==> src/rtl/png_pixel_packer_if.sv <==
// Pixel-in / word-out signal bundle for png_pixel_packer.
// master = upstream decoder and downstream sink side, slave = the packer.
interface png_pixel_packer_if #(
  parameter int WORD_BYTES = 69,
  parameter int CNT_W      = 7
);
  localparam int DATA_W = 8 * WORD_BYTES;

  logic              istart;
  logic [2:0]        icolortype;
  logic              ivalid;
  logic              iready;
  logic [7:0]        ipixelr;
  logic [7:0]        ipixelg;
  logic [7:0]        ipixelb;
  logic [7:0]        ipixela;
  logic              iflush;
  logic              owvalid;
  logic              oready;
  logic [DATA_W-1:0] oword;
  logic [CNT_W-1:0]  obytes;
  logic              olast;
  logic              odrop;
  logic [31:0]       opix_cnt;
  logic [31:0]       oword_cnt;

  modport master (
    output istart, icolortype, ivalid, ipixelr, ipixelg, ipixelb, ipixela, iflush, oready,
    input  iready, owvalid, oword, obytes, olast, odrop, opix_cnt, oword_cnt
  );

  modport slave (
    input  istart, icolortype, ivalid, ipixelr, ipixelg, ipixelb, ipixela, iflush, oready,
    output iready, owvalid, oword, obytes, olast, odrop, opix_cnt, oword_cnt
  );
endinterface

==> src/rtl/png_pixel_packer.sv <==
// Packs decoded PNG pixel bytes LSB-first into WORD_BYTES-wide words with a last-tagged tail.
// Define PACKER_STATS_EN to build the per-frame pixel/word counters.
module png_pixel_packer #(
  parameter int WORD_BYTES = 69,
  parameter int CNT_W      = 7
) (
  input  logic              clk,
  input  logic              rstn,
  png_pixel_packer_if.slave bus
);
  localparam int               DATA_W = 8 * WORD_BYTES;
  localparam logic [CNT_W-1:0] LP_WB  = CNT_W'(WORD_BYTES);

  typedef enum logic [1:0] {
    ST_IDLE  = 2'd0,
    ST_RUN   = 2'd1,
    ST_FLUSH = 2'd2
  } state_t;

  state_t            r_state, w_state_nxt;
  logic [DATA_W-1:0] r_acc, w_acc_nxt;
  logic [CNT_W-1:0]  r_fill, w_fill_nxt;
  logic [2:0]        r_bpp, w_bpp_nxt;
  logic              r_owvalid, w_owvalid_nxt;
  logic [DATA_W-1:0] r_oword, w_oword_nxt;
  logic [CNT_W-1:0]  r_obytes, w_obytes_nxt;
  logic              r_olast, w_olast_nxt;
  logic              r_odrop, w_odrop_nxt;

  logic                w_iready;
  logic                w_accept;
  logic                w_full;
  logic                w_out_free;
  logic [CNT_W-1:0]    w_sum;
  logic [CNT_W-1:0]    w_rem;
  logic [31:0]         w_pix;
  logic [DATA_W+31:0]  w_merged;

  function automatic logic [2:0] bpp_of(input logic [2:0] ct);
    case (ct)
      3'd0:       bpp_of = 3'd1;
      3'd1:       bpp_of = 3'd2;
      3'd2, 3'd4: bpp_of = 3'd3;
      default:    bpp_of = 3'd4;
    endcase
  endfunction

  assign w_sum      = r_fill + CNT_W'(r_bpp);
  assign w_rem      = w_sum - LP_WB;
  // Only registered terms: a stalled full word blocks any pixel that would complete the next one.
  assign w_iready   = (r_state == ST_RUN) && !(r_owvalid && (w_sum >= LP_WB));
  assign w_accept   = bus.ivalid && w_iready && !bus.istart;
  assign w_full     = w_accept && (w_sum >= LP_WB);
  assign w_out_free = !r_owvalid || bus.oready;
  assign w_merged   = {32'd0, r_acc} | ({{DATA_W{1'b0}}, w_pix} << {r_fill, 3'b000});

  // Select the significant pixel bytes for the latched colour type, R in the lowest byte.
  always_comb begin
    w_pix = 32'd0;
    case (r_bpp)
      3'd1:    w_pix = {24'd0, bus.ipixelr};
      3'd2:    w_pix = {16'd0, bus.ipixela, bus.ipixelr};
      3'd3:    w_pix = {8'd0, bus.ipixelb, bus.ipixelg, bus.ipixelr};
      default: w_pix = {bus.ipixela, bus.ipixelb, bus.ipixelg, bus.ipixelr};
    endcase
  end

  // Next-state, accumulator and output-register update.
  always_comb begin
    w_state_nxt   = r_state;
    w_acc_nxt     = r_acc;
    w_fill_nxt    = r_fill;
    w_bpp_nxt     = r_bpp;
    w_owvalid_nxt = r_owvalid && !bus.oready;
    w_oword_nxt   = r_oword;
    w_obytes_nxt  = r_obytes;
    w_olast_nxt   = r_olast;
    w_odrop_nxt   = 1'b0;
    if (bus.istart) begin
      w_state_nxt = ST_RUN;
      w_acc_nxt   = {DATA_W{1'b0}};
      w_fill_nxt  = {CNT_W{1'b0}};
      w_bpp_nxt   = bpp_of(bus.icolortype);
      w_odrop_nxt = (r_state != ST_IDLE) && (r_fill != {CNT_W{1'b0}});
    end else begin
      case (r_state)
        ST_RUN: begin
          if (w_full) begin
            // Full word leaves; the straddling tail restarts the accumulator at lane 0.
            w_owvalid_nxt = 1'b1;
            w_oword_nxt   = w_merged[DATA_W-1:0];
            w_obytes_nxt  = LP_WB;
            w_olast_nxt   = bus.iflush && (w_rem == {CNT_W{1'b0}});
            w_acc_nxt     = {{(DATA_W-32){1'b0}}, w_merged[DATA_W+31:DATA_W]};
            w_fill_nxt    = w_rem;
          end else if (w_accept) begin
            w_acc_nxt  = w_merged[DATA_W-1:0];
            w_fill_nxt = w_sum;
          end else begin
            w_acc_nxt  = r_acc;
            w_fill_nxt = r_fill;
          end
          if (bus.iflush) begin
            if (w_fill_nxt != {CNT_W{1'b0}}) begin
              w_state_nxt = ST_FLUSH;
            end else begin
              w_state_nxt = ST_IDLE;
            end
          end else begin
            w_state_nxt = ST_RUN;
          end
        end
        ST_FLUSH: begin
          if (w_out_free) begin
            w_owvalid_nxt = 1'b1;
            w_oword_nxt   = r_acc;
            w_obytes_nxt  = r_fill;
            w_olast_nxt   = 1'b1;
            w_acc_nxt     = {DATA_W{1'b0}};
            w_fill_nxt    = {CNT_W{1'b0}};
            w_state_nxt   = ST_IDLE;
          end else begin
            w_state_nxt = ST_FLUSH;
          end
        end
        default: begin
          w_state_nxt = ST_IDLE;
        end
      endcase
    end
  end

  // State, accumulator and output registers.
  always_ff @(posedge clk or negedge rstn) begin
    if (!rstn) begin
      r_state   <= ST_IDLE;
      r_acc     <= {DATA_W{1'b0}};
      r_fill    <= {CNT_W{1'b0}};
      r_bpp     <= 3'd4;
      r_owvalid <= 1'b0;
      r_oword   <= {DATA_W{1'b0}};
      r_obytes  <= {CNT_W{1'b0}};
      r_olast   <= 1'b0;
      r_odrop   <= 1'b0;
    end else begin
      r_state   <= w_state_nxt;
      r_acc     <= w_acc_nxt;
      r_fill    <= w_fill_nxt;
      r_bpp     <= w_bpp_nxt;
      r_owvalid <= w_owvalid_nxt;
      r_oword   <= w_oword_nxt;
      r_obytes  <= w_obytes_nxt;
      r_olast   <= w_olast_nxt;
      r_odrop   <= w_odrop_nxt;
    end
  end

`ifdef PACKER_STATS_EN
  logic [31:0] r_pix_cnt;
  logic [31:0] r_word_cnt;

  // Per-frame saturating pixel and word-handshake counters.
  always_ff @(posedge clk or negedge rstn) begin
    if (!rstn) begin
      r_pix_cnt  <= 32'd0;
      r_word_cnt <= 32'd0;
    end else if (bus.istart) begin
      r_pix_cnt  <= 32'd0;
      r_word_cnt <= 32'd0;
    end else begin
      if (w_accept && (r_pix_cnt != 32'hFFFF_FFFF)) begin
        r_pix_cnt <= r_pix_cnt + 32'd1;
      end
      if (r_owvalid && bus.oready && (r_word_cnt != 32'hFFFF_FFFF)) begin
        r_word_cnt <= r_word_cnt + 32'd1;
      end
    end
  end

  assign bus.opix_cnt  = r_pix_cnt;
  assign bus.oword_cnt = r_word_cnt;
`else
  assign bus.opix_cnt  = 32'd0;
  assign bus.oword_cnt = 32'd0;
`endif

  assign bus.iready  = w_iready;
  assign bus.owvalid = r_owvalid;
  assign bus.oword   = r_oword;
  assign bus.obytes  = r_obytes;
  assign bus.olast   = r_olast;
  assign bus.odrop   = r_odrop;
endmodule

==> src/flat_wrapper.sv <==
// flat-port wrapper written by rule: the top's interface ports become plain ports
module png_pixel_packer_flat 
#(
  parameter int WORD_BYTES = 69,
  parameter int CNT_W      = 7
)
  (clk, rstn, bus_istart, bus_icolortype, bus_ivalid, bus_ipixelr, bus_ipixelg, bus_ipixelb, bus_ipixela, bus_iflush, bus_oready, bus_iready, bus_owvalid, bus_oword, bus_obytes, bus_olast, bus_odrop, bus_opix_cnt, bus_oword_cnt);
  png_pixel_packer_if #(.WORD_BYTES(WORD_BYTES), .CNT_W(CNT_W)) bus_i ();
  input  logic clk;
  input  logic rstn;
  input wire logic [$bits(bus_i.istart)-1:0] bus_istart;
  input wire logic [$bits(bus_i.icolortype)-1:0] bus_icolortype;
  input wire logic [$bits(bus_i.ivalid)-1:0] bus_ivalid;
  input wire logic [$bits(bus_i.ipixelr)-1:0] bus_ipixelr;
  input wire logic [$bits(bus_i.ipixelg)-1:0] bus_ipixelg;
  input wire logic [$bits(bus_i.ipixelb)-1:0] bus_ipixelb;
  input wire logic [$bits(bus_i.ipixela)-1:0] bus_ipixela;
  input wire logic [$bits(bus_i.iflush)-1:0] bus_iflush;
  input wire logic [$bits(bus_i.oready)-1:0] bus_oready;
  output wire logic [$bits(bus_i.iready)-1:0] bus_iready;
  output wire logic [$bits(bus_i.owvalid)-1:0] bus_owvalid;
  output wire logic [$bits(bus_i.oword)-1:0] bus_oword;
  output wire logic [$bits(bus_i.obytes)-1:0] bus_obytes;
  output wire logic [$bits(bus_i.olast)-1:0] bus_olast;
  output wire logic [$bits(bus_i.odrop)-1:0] bus_odrop;
  output wire logic [$bits(bus_i.opix_cnt)-1:0] bus_opix_cnt;
  output wire logic [$bits(bus_i.oword_cnt)-1:0] bus_oword_cnt;
  assign bus_i.istart = bus_istart;
  assign bus_i.icolortype = bus_icolortype;
  assign bus_i.ivalid = bus_ivalid;
  assign bus_i.ipixelr = bus_ipixelr;
  assign bus_i.ipixelg = bus_ipixelg;
  assign bus_i.ipixelb = bus_ipixelb;
  assign bus_i.ipixela = bus_ipixela;
  assign bus_i.iflush = bus_iflush;
  assign bus_i.oready = bus_oready;
  assign bus_iready = bus_i.iready;
  assign bus_owvalid = bus_i.owvalid;
  assign bus_oword = bus_i.oword;
  assign bus_obytes = bus_i.obytes;
  assign bus_olast = bus_i.olast;
  assign bus_odrop = bus_i.odrop;
  assign bus_opix_cnt = bus_i.opix_cnt;
  assign bus_oword_cnt = bus_i.oword_cnt;
  png_pixel_packer #(.WORD_BYTES(WORD_BYTES), .CNT_W(CNT_W)) u_core (.clk(clk), .rstn(rstn), .bus(bus_i));
endmodule
==> config.mk <==
export PLATFORM = sky130hd
export DESIGN_NAME = png_pixel_packer_flat
export DESIGN_NICKNAME = d
export VERILOG_FILES = /design/src/rtl/png_pixel_packer_if.sv /design/src/rtl/png_pixel_packer.sv /design/src/flat_wrapper.sv
export SDC_FILE = /design/constraint.sdc
export NUM_CORES = 2
export LEC_CHECK = 0
export BUFFER_PORTS_ARGS = -buffer_cell sky130_fd_sc_hd__buf_2
export CORE_ASPECT_RATIO = 1.25
export CORE_UTILIZATION = 57
export DETAILED_ROUTE_END_ITERATION = 8
export PLACE_DENSITY = 0.88
export SYNTH_ARGS = -nofsm -noshare
export SYNTH_HDL_FRONTEND = slang
export SYNTH_SLANG_ARGS = --single-unit
==> constraint.sdc <==
create_clock -name clk -period 5.67 [get_ports clk]
set_input_delay 0.567 -clock clk [delete_from_list [all_inputs] [get_ports clk]]
set_output_delay 0.567 -clock clk [all_outputs]
set_load 0.005 [all_outputs]
Word-level counts from Yosys, hierarchy flattened
Cells that the tools add are included.

word-level totals
  bits in registers = 1126
  input bits = 41
  logic and storage cells = 84

cells by class
  add/subtract/negate cells = 2
  $lt $le $gt $ge = 1
  eq/ne operators = 12
  shift-type cells = 1
  mux-type cells = 33
  bitwise logic cells = 2
  reduce and logical (&&, ||, !) cells = 24

operators with widths
  kind                 count
  $mux 552             6
  $pmux 552 s2         2
  $or 552x584->584     1
  $shl 32x10->584      1
  $pmux 32 s3          1
  $mux 7               8
  $pmux 7 s2           2
  $reduce_bool 7->1    2
  $eq 3x2->1 const B   3
  $pmux 3 s3           1
  $logic_and 1x1->1    8
  $mux 2               4
  $add 7x3->7          1
  $ge 7x7->1 const B   1
  $logic_not 7->1      1
  $sub 7x7->7 const B  1
  $eq 3x1->1 const B   2
  $mux 1               6
  $logic_not 1->1      4
  $ne 2x1->1 const B   2
  $ne 4x2->1 const B   1
  $pmux 1 s2           2
  $pmux 2 s2           1
  $reduce_and 4->1     1
  other kinds (12)     13

Longest topological paths before layout
  word-level depth = 16
  mapped depth = 16

Least setup slack after synthesis
No wires, ideal clock.

  path kind = reg-to-reg
  start point = register u_core.r_bpp[0]
  end point = register u_core.r_oword[297] (netlist: u_core.bus.oword[297])
  setup time = 0.132 ns
  arrival time = 3.218 ns
  path slack = 2.320 ns
  cell stages (with the launch flop) = 14
  buffers on the path = 4
  period minus slack after synthesis = 3.350 ns
  cell sequence = dfrtp_1 -> ha_1 -> fa_1 -> inv_1 -> ha_1 -> or3_1 -> a221o_1 -> buf_6 -> nand3_2 -> a211o_1 -> buf_4 -> clkbuf_1 -> buf_1 -> o21ai_1

between the ends
  cells in the longest elaborated chain, start to end = 10
  elaborated cells between the ends (all ways) = 18

ends and longest elaborated chain
  item                               RTL line                                        RTL
  start, declared                    png_pixel_packer.sv:23                          logic [2:0] r_bpp, w_bpp_nxt;
  start signal, assigned             png_pixel_packer.sv:149                         r_bpp <= w_bpp_nxt;
  $add 7x3->7                        png_pixel_packer.sv:48                          assign w_sum = r_fill + CNT_W'(r_bpp);
  $ge 7x7->1                         png_pixel_packer.sv:51, png_pixel_packer.sv:53
  $logic_and 1x1->1                  png_pixel_packer.sv:51                          assign w_iready = (r_state == ST_RUN) && !(r_owvalid && (w_sum >= LP_WB));
  $logic_not 1->1                    png_pixel_packer.sv:51
  $logic_and 1x1->1                  png_pixel_packer.sv:51
  $logic_and 1x1->1 (2 in series)    png_pixel_packer.sv:52                          assign w_accept = bus.ivalid && w_iready && !bus.istart;
  $logic_and 1x1->1                  png_pixel_packer.sv:53                          assign w_full = w_accept && (w_sum >= LP_WB);
  $ne 2x1->1 (no source line)        n/a
  $reduce_and 4->1 (no source line)  n/a
  end signal, assigned               png_pixel_packer.sv:141                         r_oword <= {DATA_W{1'b0}};
  end signal, assigned               png_pixel_packer.sv:151                         r_oword <= w_oword_nxt;
  end, declared                      png_pixel_packer.sv:25                          logic [DATA_W-1:0] r_oword, w_oword_nxt;

Parallel ways exist; a longest one is shown, timed or not. The select of a mux whose other input is x is not followed.
A chain may end at the register's enable or synchronous reset.

Worst setup path in the final report
  start point = register u_core.r_bpp[1]
  end point = register u_core.r_oword[282] (netlist: u_core.bus.oword[282])

The elaborated chain is that of the path after synthesis.

==> metrics.csv <==
metric;value;unit
fin util;0.660;
pwr dens;317;mW/mm^2
Setup Buffers After CTS;0;
TritonCTS clock tree;built;
Overall Power;17.4;mW
CTS H-tree lvls;3;
Yosys reg bits;1126;
RD Place Congestion;1.04;
Peak supply drop;0.283;mV
sum of negative setup slack;0;ps
Post-Synthesis Cells;5082;
Reg area;0.0282;mm^2
Psw;4.59;mW
combinational power share;0.105;
Seq pwr share;0.478;
Max Freq;224;MHz
Simple-Gate Fraction of Synth Area;0.118;
detailed-route via count;43016;
Port Buffers;603;
antenna viol nets, final;0;
most frequent cells in the layout;dfrtp_1 (1124), a21oi_1 (1058), nand2_1 (683);
Iter 0 DRT Violations;6071;
XOR/XNOR Fraction of Synth Area;0.00237;
DIE HEIGHT;326;um
final hold slack;123;ps
placed cells;6497;
Skew-Pair Late Insertion Delay;690;ps
worst slew pin tran;1390;ps
CP Launch Type;flop;
die width;261;um
RSZ-0062 raised after global routing;false;
num rows;118;
post-route design area;0.0549;mm^2
critical-path maximum fanout;10;
Initial DRT Pass Iterations;7;
global-route wire length before repair;259;mm
WL final;176;mm
Min-Delay Startpoint;bus_oready;
Synth Area in Compound Gates;0.229;
final worst path period share;0.786;
library cells used by synthesis;76;
Clk pin slew, worst setup/hold paths;70;ps
Mean Syn Cell Area;9.43;um^2
Post-Syn Area;0.0479;mm^2
clock power share;0.417;
Required @ worst endpoint;6220;ps
vias in the first global route;41126;
worst rel slew slack;0.0629;
clock buffer depth;3;
Root Buffer;clkbuf_16;
total gr overflow;0;
Post-CTS Resized;0;
RR Startpoint;u_core.r_bpp[1];
post-placement cell area;0.0514;mm^2
clock sinks;1126;
DP Worst Slack;1300;ps
P_leak;26.0;nW
Pint;12.8;mW
core area;0.0831;mm^2
CTS Buf Count;102;
Area Overhead vs Synth;14.5;%
fraction of the mapped netlist area in adder cells;0.00251;
Final Max Slew Viols;0;
Multi-input gate area;0.0175;mm^2
largest family of logic cells by synthesized area;compound AO/OA/AOI/OAI gates;
Yosys warnings;0;
mux share of post-synthesis cell area;0.00373;
dominant synthesized flop cell;dfrtp_1;
die area;0.0853;mm^2
setup violators final;0;
status;completed;
post-synthesis sequential area ratio;0.588;
largest net degree at the start of global routing;188;
post-route insts no fill;6693;
commonest non-fill, non-tap cell in the layout;dfrtp_1;
FILL cells;6293;
nature of the critical path endpoint;flop;
Initial Utilization;0.577;
Nets;5572;
type of the worst setup path;flop to flop;
Post-synth EDFFs;0;
ys async rst share;1.00;
Final WS setup;1220;ps
gr usage total;0.409;
Critical Path Start;u_core.r_bpp[1];
sw frac;0.264;
initial antenna violation count;18;
worst path arrival time;5000;ps
DP HPWL;117;mm
Setup Skew;40.1;ps
routed len/inst;26.3;um
max_cap viols;0;
vias per cell;6.43;
layout cells sized above 1;0.172;
Tmin final;4450;ps
# DRC;0;
Ports;668;
Fin. Hold Viols;0;
HP Class;primary input to flop;
## area by class of cell
type	count	area share
Sequential cell	1126	0.513
Inverter	18	0.00123
Clock inverter	36	0.0103
Clock buffer	145	0.0529
Antenna cell	14	0.000638
Tap cell	1080	0.0246
Multi-Input combinational cell	3537	0.318
Timing Repair Buffer	737	0.0788
## metal layers
layer  global-route usage  share of wire  up-vias
met1                0.522           0.36    20880
li1                     -              -    18363
met5                    0        0.00052        -
met2                0.605           0.44     3012
met3                0.101           0.11      747
met4                0.305          0.087       14
## cell families (layout without fill, tap and decap cells)
kind of cell	count (synthesis)	count (layout)
AOI/OAI and AO/OA	2018	2018
xor gates and xnor gates	13	13
adders and majority gates	9	9
buffers and inverters	482	936
DFF	1126	1126
muxes	17	17
other	1	78
and+or+nand+nor	1416	1416
## power groups by stage
stage	Combinational [mW]	Clock, mW	Sequential (mW)
finish	1.82	7.25	8.31
detailed placement	1.75	0	8.45
floorplan	0.957	0	8.43
global route	1.93	7.57	8.32
global placement	1.74	0	8.44
CTS	1.77	7.26	8.30
## state kept, by name, summed over array words and instances, names as in the netlist
signal / cells
u_core.r_state: 2
u_core.bus.olast: 1
u_core.r_acc: 552
u_core.r_fill: 7
u_core.bus.owvalid: 1
u_core.r_bpp: 3
u_core.bus.odrop: 1
u_core.bus.obytes: 7
u_core.bus.oword: 552
## what timing repair did
| item | 4_1_cts | 5_1_grt |
|---|---|---|
| endpoints found under the hold margin | 72 | 0 |
| hold buffers | 1 | 0 |
| setup endpoints to repair | 0 | 0 |
## cell usage after synthesis (all sizes together) (9+ instances only)
master	count	area, um^2
inv	17	63.8
a21oi	1061	5310
buf	244	1810
clkbuf	220	826
nor2	593	2230
o31a	11	96.3
a31o	11	96.3
a221oi	25	225
a22o	27	236
a21o	12	90.1
a31oi	42	269
dfrtp	1125	28200
mux2i	10	100
and2	32	200
a2bb2oi	11	96.3
nor3	31	188
nand4	10	62.6
nor2b	9	56.3
nand3	26	135
o22ai	78	500
o311ai	17	149
o21a	9	67.6
nand2	683	2560
nand2b	9	56.3
o21ai	645	3230
o32ai	10	103
o31ai	18	145
## final timing paths
check,cells past startpoint,end,slack [ps]
max in group asynchronous,3,u_core.bus.oword[117],3620
max,6,u_core.bus.oword[282],1220
min reg2reg,2,u_core.bus.oword[498],480
max reg2reg,6,u_core.bus.oword[282],1220
min in group asynchronous,2,u_core.r_acc[329],480
min,2,u_core.bus.owvalid,120
## critical path, stage by stage, from the launching register on
cell and delay [ps]:
dfrtp_1 560, xor2_1 770, a21boi_0 360, o31ai_1 1200, o22ai_1 760, a21oi_1 560
o21ai_1 120
Power figures use the tool's default switching activity.
